--- src/rtl/lut_config_loader.sv ---
// lut_config_loader: streams host words into a daisy-chained LUT config scan chain
// and rotates the chain non-destructively to read it back as words.
module lut_config_loader #(
    parameter int NUM_LUTS    = 4,
    parameter int MEM_SIZE    = 16,
    parameter int FRAME_WIDTH = 1,
    parameter int WORD_WIDTH  = 8
) (
    input  logic                   config_clk,
    input  logic                   reset,
    input  logic                   start,
    input  logic                   mode,
    input  logic                   word_valid,
    input  logic [WORD_WIDTH-1:0]  word_data,
    output logic                   word_ready,
    output logic                   rd_valid,
    output logic [WORD_WIDTH-1:0]  rd_data,
    input  logic                   rd_ready,
    output logic                   chain_config_en,
    output logic [FRAME_WIDTH-1:0] chain_config_in,
    input  logic [FRAME_WIDTH-1:0] chain_config_out,
    output logic                   busy,
    output logic                   done
);
    localparam int FPW         = WORD_WIDTH / FRAME_WIDTH;
    localparam int TOTAL_WORDS = NUM_LUTS * MEM_SIZE / WORD_WIDTH;
    localparam int KW          = FPW > 1 ? $clog2(FPW) : 1;
    localparam int WC          = TOTAL_WORDS > 1 ? $clog2(TOTAL_WORDS) : 1;

    typedef enum logic [2:0] {IDLE, LD_WAIT, LD_SHIFT, RB_SHIFT, RB_HOLD, DONE} state_t;

    state_t                  state;
    logic [KW-1:0]           k;
    logic [WC-1:0]           w;
    logic [WORD_WIDTH-1:0]   sreg;
    logic                    ph;
    logic                    last_k;
    logic                    last_w;

    assign last_k = k == KW'(FPW - 1);
    assign last_w = w == WC'(TOTAL_WORDS - 1);

    // Readback alternates a sample phase (ph=0) with a shift phase (ph=1) so the
    // registered chain_config_in always carries the frame that is leaving the tail.
    always_ff @(posedge config_clk) begin
        if (reset) begin
            state           <= IDLE;
            k               <= '0;
            w               <= '0;
            sreg            <= '0;
            ph              <= 1'b0;
            word_ready      <= 1'b0;
            rd_valid        <= 1'b0;
            rd_data         <= '0;
            chain_config_en <= 1'b0;
            chain_config_in <= '0;
            busy            <= 1'b0;
            done            <= 1'b0;
        end else begin
            case (state)
                IDLE: begin
                    k  <= '0;
                    w  <= '0;
                    ph <= 1'b0;
                    if (start) begin
                        busy       <= 1'b1;
                        word_ready <= !mode;
                        state      <= mode ? RB_SHIFT : LD_WAIT;
                    end
                end
                LD_WAIT: if (word_valid) begin
                    word_ready      <= 1'b0;
                    sreg            <= word_data >> FRAME_WIDTH;
                    chain_config_in <= word_data[FRAME_WIDTH-1:0];
                    chain_config_en <= 1'b1;
                    k               <= '0;
                    state           <= LD_SHIFT;
                end
                LD_SHIFT: if (last_k) begin
                    chain_config_en <= 1'b0;
                    chain_config_in <= '0;
                    k               <= '0;
                    if (last_w) begin
                        done  <= 1'b1;
                        state <= DONE;
                    end else begin
                        w          <= w + 1'b1;
                        word_ready <= 1'b1;
                        state      <= LD_WAIT;
                    end
                end else begin
                    k               <= k + 1'b1;
                    chain_config_in <= sreg[FRAME_WIDTH-1:0];
                    sreg            <= sreg >> FRAME_WIDTH;
                end
                RB_SHIFT: if (!ph) begin
                    ph              <= 1'b1;
                    chain_config_en <= 1'b1;
                    chain_config_in <= chain_config_out;
                end else begin
                    ph              <= 1'b0;
                    chain_config_en <= 1'b0;
                    chain_config_in <= '0;
                    // frame 0 of each returned word sits at its top
                    rd_data[(FPW - 1 - int'(k)) * FRAME_WIDTH +: FRAME_WIDTH] <= chain_config_out;
                    if (last_k) begin
                        k        <= '0;
                        rd_valid <= 1'b1;
                        state    <= RB_HOLD;
                    end else begin
                        k <= k + 1'b1;
                    end
                end
                RB_HOLD: if (rd_ready) begin
                    rd_valid <= 1'b0;
                    if (last_w) begin
                        done  <= 1'b1;
                        state <= DONE;
                    end else begin
                        w     <= w + 1'b1;
                        state <= RB_SHIFT;
                    end
                end
                DONE: begin
                    done  <= 1'b0;
                    busy  <= 1'b0;
                    state <= IDLE;
                end
                default: state <= IDLE;
            endcase
        end
    end
endmodule

--- config.mk ---
export PLATFORM = sky130hd
export DESIGN_NAME = lut_config_loader
export DESIGN_NICKNAME = d
export VERILOG_FILES = /design/src/rtl/lut_config_loader.sv
export SDC_FILE = /design/constraint.sdc
export NUM_CORES = 1
export LEC_CHECK = 0
export ABC_CLOCK_PERIOD_IN_PS = 5100
export CAP_MARGIN = 25
export CORE_ASPECT_RATIO = 1.4
export CORE_MARGIN = 5
export CORE_UTILIZATION = 45
export CTS_BUF_LIST = sky130_fd_sc_hd__clkbuf_2 sky130_fd_sc_hd__clkbuf_4 sky130_fd_sc_hd__clkbuf_8
export DETAILED_ROUTE_END_ITERATION = 7
export PLACE_DENSITY = 0.74
export SETUP_SLACK_MARGIN = 0.05
export SYNTH_ARGS = -nofsm -noshare
export SYNTH_HDL_FRONTEND = slang
export SYNTH_SLANG_ARGS = --single-unit
--- constraint.sdc ---
create_clock -name config_clk -period 5.1 [get_ports config_clk]
set_clock_uncertainty 0.2 [all_clocks]
set_input_delay 1.275 -clock config_clk [delete_from_list [all_inputs] [get_ports config_clk]]
set_output_delay 1.275 -clock config_clk [all_outputs]
set_load 0.02 [all_outputs]
# [Yosys cells after proc, flatten, opt, wreduce, memory -nomap -nowiden]
# Cells that the tools add are included.
[totals] wordCells=101 regBits=32 in_bits=15 output_inout_bits=14
[classes] add_sub_neg=4 n_eq_ne=15 reduce_logical=22 n_shift=2 n_mux=46
[ops] op="2-to-1 mux 3 bit" count=14
[ops] op="negation 4 -> 33 bit" count=1
[ops] op="variable shift 1 x 33 -> 8 bit (first input constant)" count=1
[ops] op="variable part select 1 x 33 -> 8 bit" count=1
[ops] op="2-to-1 mux 1 bit" count=17
[ops] op="2-to-1 mux 8 bit" count=2
[ops] op="!= test 2 bit (second input constant)" count=8
[ops] op="one-hot mux 8 bit (2 select lines)" count=1
[ops] op="one-hot mux 3 bit (5 select lines)" count=1
[ops] op="AND reduction 3 bit" count=5
[ops] op="== test 3 bit (second input constant)" count=4
[ops] op="one-hot mux 1 bit (3 select lines)" count=4
[ops] op="one-hot mux 3 bit (4 select lines)" count=1
[ops] op="nonzero test 3 bit" count=4
[ops] op="one-hot mux 3 bit (3 select lines)" count=1
[ops] op="bitwise mux 8 bit" count=1
[ops] op="nonzero test 2 bit" count=4
[ops] op="adder 3 x 1 -> 3 bit (second input constant)" count=2
[ops] op="== test 3 x 2 -> 1 bit (second input constant)" count=2
[ops] op="one-hot mux 1 bit (2 select lines)" count=3
[ops] op="AND reduction 2 bit" count=3
[ops] op="AND reduction 6 bit" count=1
[ops] op="AND reduction 5 bit" count=1
[ops] op="AND reduction 4 bit" count=1
[ops] op="6 further kinds" count=6

# [Longest topological paths before layout]
# Gate-level depths: netlist of the first run.
[logic_depth] word_depth=4 depth_mapped=7 ltp_nobuf=6

# [Worst setup path before layout of the first run]
# OpenSTA, ideal clock, no wires.
[synth_timing] path_type="input -> register" startpoint="in reset" endpoint="reg rd_data[3]" path_slack_ns=2.740 arrival_time_ns=2.040 path_stages=4 setup_time_ns=0.121 cell_sequence="clkbuf_1 -> nor2_1 -> and3_1 -> mux2_2"
[synth_rtl] element="start: declaration" line="10" source="input logic reset,"
[synth_rtl] element="end signal: indexed assignment" line="105" source="rd_data[(FPW - 1 - int'(k)) * FRAME_WIDTH +: FRAME_WIDTH] <= chain_config_out;"
[synth_rtl] element="end: declaration" line="17" source="output logic [WORD_WIDTH-1:0] rd_data,"

==> results of run 1 <==
-- area by class of cell --
type                            count  area, um2  share of cell area
Clock buffer                        7      83.83             0.03895
Clock inverter                      1      5.005            0.002326
Inverter                            7      26.28             0.01221
Multi-Input combinational cell    158       1067              0.4959
Sequential cell                    31      620.6              0.2884
Tap cell                           43      53.80             0.02500
Timing Repair Buffer               30      295.3              0.1372
-- power groups by stage --
stage	Sequential (W)	Combinational [W]	Clock, W
finish	0.000356	0.000311	0.000194
global route	0.000366	0.000346	0.000213
global placement	0.000360	0.000310	0
CTS	0.000355	0.000316	0.000200
detailed placement	0.000361	0.000314	0
floorplan	0.000334	0.000280	0
-- state kept, by name, indices dropped and copies added (netlist names) --
| signal | flops |
|---|---|
| rd_valid | 1 |
| w | 3 |
| sreg | 7 |
| chain_config_en | 1 |
| state | 3 |
| busy | 1 |
| done | 1 |
| ph | 1 |
| chain_config_in | 1 |
| word_ready | 1 |
| k | 3 |
| rd_data | 8 |
-- placed cells by master, fill, tap and decap left out, types with 2 or more instances in the layout --
master,netlist,final
dfxtp_1,31,31
nand2b_1,6,6
nor2b_1,8,8
nand4_1,3,3
o211ai_1,2,2
a211oi_1,5,5
clkbuf_8,0,5
and4b_1,2,2
a31o_2,2,2
mux2i_1,15,15
nand3b_1,3,3
nor2_1,16,16
o21ai_0,11,11
a211oi_2,4,4
ha_1,8,8
buf_4,3,2
or3_1,2,2
nor3b_1,2,2
clkdlybuf4s50_1,0,28
nand3_1,15,15
clkbuf_4,0,2
nand2_1,20,20
inv_1,6,6
mux2_2,3,3
a21oi_1,12,12
-- metrics by stage --
step,hold slack [ns],utilization,std cells,setup WS [ns],area [um2]
final,0.2554,0.5492,277,2.189,2152
after global placement,0.2501,0.5265,269,1.898,2063
after floorplan,0.2340,-,211,2.740,1803
after CTS,0.2603,0.5492,277,2.172,2152
after global routing,0.2805,0.5492,277,2.076,2152
after detailed placement,0.2519,0.5265,269,1.871,2063
-- synthesized netlist by cell type, types with 2 or more instances --
library cell,n,area share
clkbuf_1,5,0.010
buf_4,3,0.012
a211oi_1,5,0.021
nor3b_1,2,0.0083
buf_6,2,0.012
dfxtp_1,31,0.34
or3_1,2,0.0069
o21ai_0,11,0.031
nand3b_1,3,0.012
nand2_1,20,0.042
nand3_1,15,0.042
mux2i_1,15,0.083
inv_1,6,0.012
a21oi_1,12,0.033
and4b_1,2,0.011
buf_2,5,0.014
mux2_2,3,0.019
nor2b_1,8,0.028
nor2_1,16,0.033
a31o_2,2,0.0097
o211ai_1,2,0.0083
a211oi_2,4,0.028
nand2b_1,6,0.021
nand4_1,3,0.010
ha_1,8,0.056
-- layer usage --
metal,global-route usage,share of wire,up-vias
met2,0.2458,0.51,32
met5,0,0,-
met1,0.1857,0.43,727
met4,0.05860,0.019,0
li1,-,-,802
met3,0.04636,0.040,7
-- worst max path at each step --
stage / start / to
global route: reset / rd_data[3]
finish: reset / rd_data[3]
global placement: reset / rd_data[3]
CTS: reset / rd_data[3]
detailed placement: reset / rd_data[7]
floorplan: reset / rd_data[3]
-- worst reg2reg max path, delay by kind of cell (launching register included) --
family	cells	cell delay, ns
DFF	1	0.48
muxes	1	0.18
AOI/OAI and AO/OA	1	0.30
and+or+nand+nor	1	0.46
adders and majority gates	2	0.62
-- logic make-up after synthesis --
group	after synthesis
flip-flops	31
AO/OA/AOI/OAI	49
adder cells (fa/ha/maj)	8
buffers and inverters	22
AND/OR/NAND/NOR	83
multiplexers	18
==> flow_summary_export.csv, run 1 <==
group,metric,value,unit
grt,grt_usage,0.1514,
cells_and_area,diodes,0,
pwr,clock_power_share,0.225,
sta,rsz0062_at_grt,"no",
setup_path,reg2reg_depth,5,
min_path,hold_class,"reg -> reg",
sta,tns,0,ns
synth,synth-compound-area-share,0.1936,
cells_and_area,fillers,372,
pwr,cell_internal_pwr,0.0005453,W
sta,setup_viol,0,
synth,yosys.area_share.simple,0.2408,
cells_and_area,fin_nets,256,
setup_path,crit_slowest_cell,"clkdlybuf4s50_1",
pwr,finalPower,0.0008611,W
setup_path,cp_top_family,"buffers and inverters",
synth,syn_nets,234,
placement,gp_congestion,0.8014,
clock_network,clk_latency,0.28,ns
synth,synth-seq-area-share,0.3442,
clock_network,cts_tree,"built",
route,viasPerCell,5.661,
synth,yosys.area_share.adder,0.05552,
cells_and_area,drive_gt1_frac,0.09829,
clock_network,htreeDepth,2,
grt,grt_pass1_vias,1510,
job,drv_cap,0,
setup_path,arrival,2.88,ns
die,rows,27,
min_path,holdPathStages,2,
grt,gr-total-overflow,0,
synth,ys_ff_latch,31,
clock_network,cts_buffers,5,
cells_and_area,area.growth.synth_to_final,19.36,%
die,chipWidth,63.50,um
synth,synth_top_flop_cell,"dfxtp_1",
synth,synth_top_family_by_area,"simple AND/OR/NAND/NOR gates",
pwr,power_density,400.1,nW/um2
sta,slew_headroom,0.4756,
route,vias,1568,
setup_path,path_max_fanout,17,
route,routed_wl,3770,um
synth,synth.avg_cell_area,8.545,um2
route,drc,0,
setup_path,worstReg2RegStart,"k[0]",
sta,tightest_slew,0.7855,ns
setup_path,r2r_slack,2.75,ns
setup_path,end_kind,"flop",
setup_path,cp_data_required_time,5.07,ns
clock_network,cts_resized,0,
clock_network,ctsLongestPathBuffers,2,
route,drt-pass1-iter-count,4,
synth,synth-edff-count,0,
synth,ys_async_sr_fraction,0,
setup_path,start_kind,"input pin",
clock_network,clock_sinks,31,
die,io_pins,29,
route,drt_iter0_markers,50,
grt,grt_max_degree,26,
die,fp.dieArea,5390,um2
placement,dp_hpwl,2738,um
setup_path,reg2reg_to,"w[2]",
run_status,run_status,"finished, final reports clean",
setup_path,slowest_delay,0.75,ns
min_path,worstHoldStart,"rd_data[1]",
die,core_area,3919,um2
setup_path,cp.depth,5,
setup_path,path_buf_inv,2,
synth,synthXorXnorAreaFrac,0,
pwr,p_leak,0.7832,nW
pwr,seqPwrFrac,0.413,
pwr,comb_power_share,0.361,
route,wl_per_cell,13.61,um
clock_network,hold_buffers,0,
setup_path,worstSetupPathType,"in -> reg",
sta,finalHoldViolations,0,
sta,slew_violations,0,
placement,numPortBuffers,28,
grt,grt_first_pass_wirelength,6727,um
clock_network,path_clk_slew,0.06,ns
synth,syn_area,1803,um2
synth,synthDistinctLibCells,45,
route,ant_nets,0,
synth,syn-instance-count,211,
pwr,vdd_ir_drop_max,285.8,uV
clock_network,post-cts-setup-buffers,0,
synth,synth_mux_area_frac,0.1020,
die,initial_core_util,0.4601,
grt,grt_antenna_before_repair,0,
sta,fin_crit_sh,0.5709,
setup_path,path_cells,"clkdlybuf4s50_1 > buf_4 > nor2_1 > and3_1 > mux2_2",
sta,max_freq,343.5,MHz
pwr,power_switching,0.0003158,W
clock_network,clockRootBuffer,"clkbuf_8",
die,die_h,84.90,um
sta,fin_crit,2.911,ns
pwr,swShare,0.3667,
synth,ys_warn_count,0,
min_path,holdPathEnd,"rd_data[1]",
No activity file was read; power rests on OpenSTA's default activity.
==> run 2: changes to the inputs <==
--- a/config.mk
+++ b/config.mk
@@ -5,14 +5,14 @@
 export SDC_FILE = /design/constraint.sdc
 export NUM_CORES = 1
 export LEC_CHECK = 0
-export ABC_CLOCK_PERIOD_IN_PS = 5100
+export ABC_CLOCK_PERIOD_IN_PS = 2600
 export CAP_MARGIN = 25
 export CORE_ASPECT_RATIO = 1.4
 export CORE_MARGIN = 5
 export CORE_UTILIZATION = 45
 export CTS_BUF_LIST = sky130_fd_sc_hd__clkbuf_2 sky130_fd_sc_hd__clkbuf_4 sky130_fd_sc_hd__clkbuf_8
 export DETAILED_ROUTE_END_ITERATION = 7
-export PLACE_DENSITY = 0.74
+export PLACE_DENSITY = 0.77
 export SETUP_SLACK_MARGIN = 0.05
 export SYNTH_ARGS = -nofsm -noshare
 export SYNTH_HDL_FRONTEND = slang
==> constraint.sdc (replaced) <==
create_clock -name config_clk -period 2.6 [get_ports config_clk]
set_clock_uncertainty 0.2 [all_clocks]
set_input_delay 0.65 -clock config_clk [delete_from_list [all_inputs] [get_ports config_clk]]
set_output_delay 0.65 -clock config_clk [all_outputs]
set_load 0.02 [all_outputs]
==> flow_summary_export.csv, run 2 (synthesis gave the netlist of run 1 again) <==
group,metric,value,unit
route,drt_iter0_markers,42,
sta,rsz0062_at_grt,"no",
clock_network,cts_tree,"built",
route,routed_wl,3957,um
cells_and_area,largest_reg_flops,8,
die,initial_core_util,0.4601,
pwr,p_leak,0.8068,nW
sta,fin_crit_sh,0.8742,
route,drt-pass1-iter-count,6,
die,die_h,84.90,um
cells_and_area,final_common_cell,"dfxtp_1",
die,io_pins,29,
cells_and_area,drive_gt1_frac,0.1134,
grt,grt_first_pass_wirelength,7072,um
cells_and_area,top_register,"rd_data",
clock_network,htreeDepth,2,
placement,numPortBuffers,28,
sta,slew_headroom,0.4624,
sta,tns,0,ns
placement,dp_hpwl,2822,um
sta,max_freq,440.0,MHz
die,rows,27,
clock_network,ctsLongestPathBuffers,2,
cells_and_area,reg_top3,"rd_data x8, sreg x7",
route,vias,1573,
cells_and_area,area.growth.synth_to_final,21.37,%
setup_path,path_max_fanout,9,
die,chipWidth,63.50,um
route,top_layer,"met4",
route,wl_per_cell,14.08,um
grt,grt_usage,0.1599,
pwr,finalPower,0.001722,W
route,met2_length,2001,um
sta,setup_viol,0,
route,ant_nets,0,
die,core_area,3919,um2
clock_network,clock_sinks,31,
sta,tightest_slew,0.8053,ns
grt,grt_max_degree,26,
clock_network,clockRootBuffer,"clkbuf_8",
grt,grt_antenna_before_repair,0,
setup_path,cp_data_required_time,2.56,ns
clock_network,clk_latency,0.28,ns
route,wl_met1,1676,um
pwr,vdd_ir_drop_max,596.8,uV
placement,gp_congestion,0.8149,
clock_network,cts_buffers,5,
grt,gr-total-overflow,0,
clock_network,path_clk_slew,0.06,ns
clock_network,post-cts-setup-buffers,0,
route,dr_wl_met3,147,um
setup_path,start_kind,"flop",
clock_network,cts_resized,0,
sta,fin_crit,2.273,ns
cells_and_area,fin_nets,261,
setup_path,worstSetupPathType,"reg -> reg",
cells_and_area,diodes,0,
die,fp.dieArea,5390,um2
min_path,hold_class,"reg -> reg",
sta,slew_violations,0,
clock_network,hold_buffers,0,
cells_and_area,mostFrequentLayoutCells,"dfxtp_1 (31), clkdlybuf4s50_1 (28), nand2_1 (20)",
sta,finalHoldViolations,0,
route,drc,0,
job,drv_cap,0,
pwr,power_density,786.7,nW/um2
run_status,run_status,"finished, final reports clean",
route,viasPerCell,5.598,
grt,grt_pass1_vias,1581,
setup_path,arrival,2.23,ns
setup_path,end_kind,"flop",
[run 2: worst max-delay path: stages, from the launching register on]
cell and delay (ns):
dfxtp_1 0.50, ha_1 0.24, ha_1 0.28, nor3b_1 0.45
o21ai_0 0.31, mux2i_1 0.17
[run 2: stage by stage]
stage          hold WS [ns]  utilization  area [um2]  setup slack [ns]  instances
6_report             0.2573       0.5584        2188            0.3271        281
5_1_grt              0.2947       0.5584        2188            0.1271        281
4_1_cts              0.2603       0.5584        2188            0.3259        281
3_5_place_dp         0.2488       0.5361        2101            0.2576        274
3_3_place_gp         0.2446       0.5361        2101            0.2837        274
2_1_floorplan        0.2340            -        1803            0.6349        211
[run 2: power by group]
group          switching, W  total (W)  internal (W)
Combinational      0.000338   0.000648      0.000310
Clock              0.000176   0.000384      0.000207
Sequential         0.000122   0.000690      0.000567
Total              0.000637    0.00172       0.00108
[run 2: final cells by class]
class	count	area (um2)
Clock buffer	6	82.58
Clock inverter	1	5.005
Fill cell	357	1730
Inverter	7	26.28
Multi-Input combinational cell	158	1067
Sequential cell	31	620.6
Tap cell	43	53.80
Timing Repair Buffer	35	332.8
[run 2: worst paths after layout]
check	start	end	slack [ns]	depth (start not counted)
worst max register to register	k[0]	w[2]	0.33	5
worst min-delay path	word_ready	word_ready	0.26	2
worst min register to register	word_ready	word_ready	0.26	2
worst max-delay path	k[0]	w[2]	0.33	5
[run 2: metal layers]
metal,track usage,vias up
li1,-,813
met1,0.1837,715
met2,0.2680,34
met3,0.03974,11
met4,0.08696,0
met5,0,-
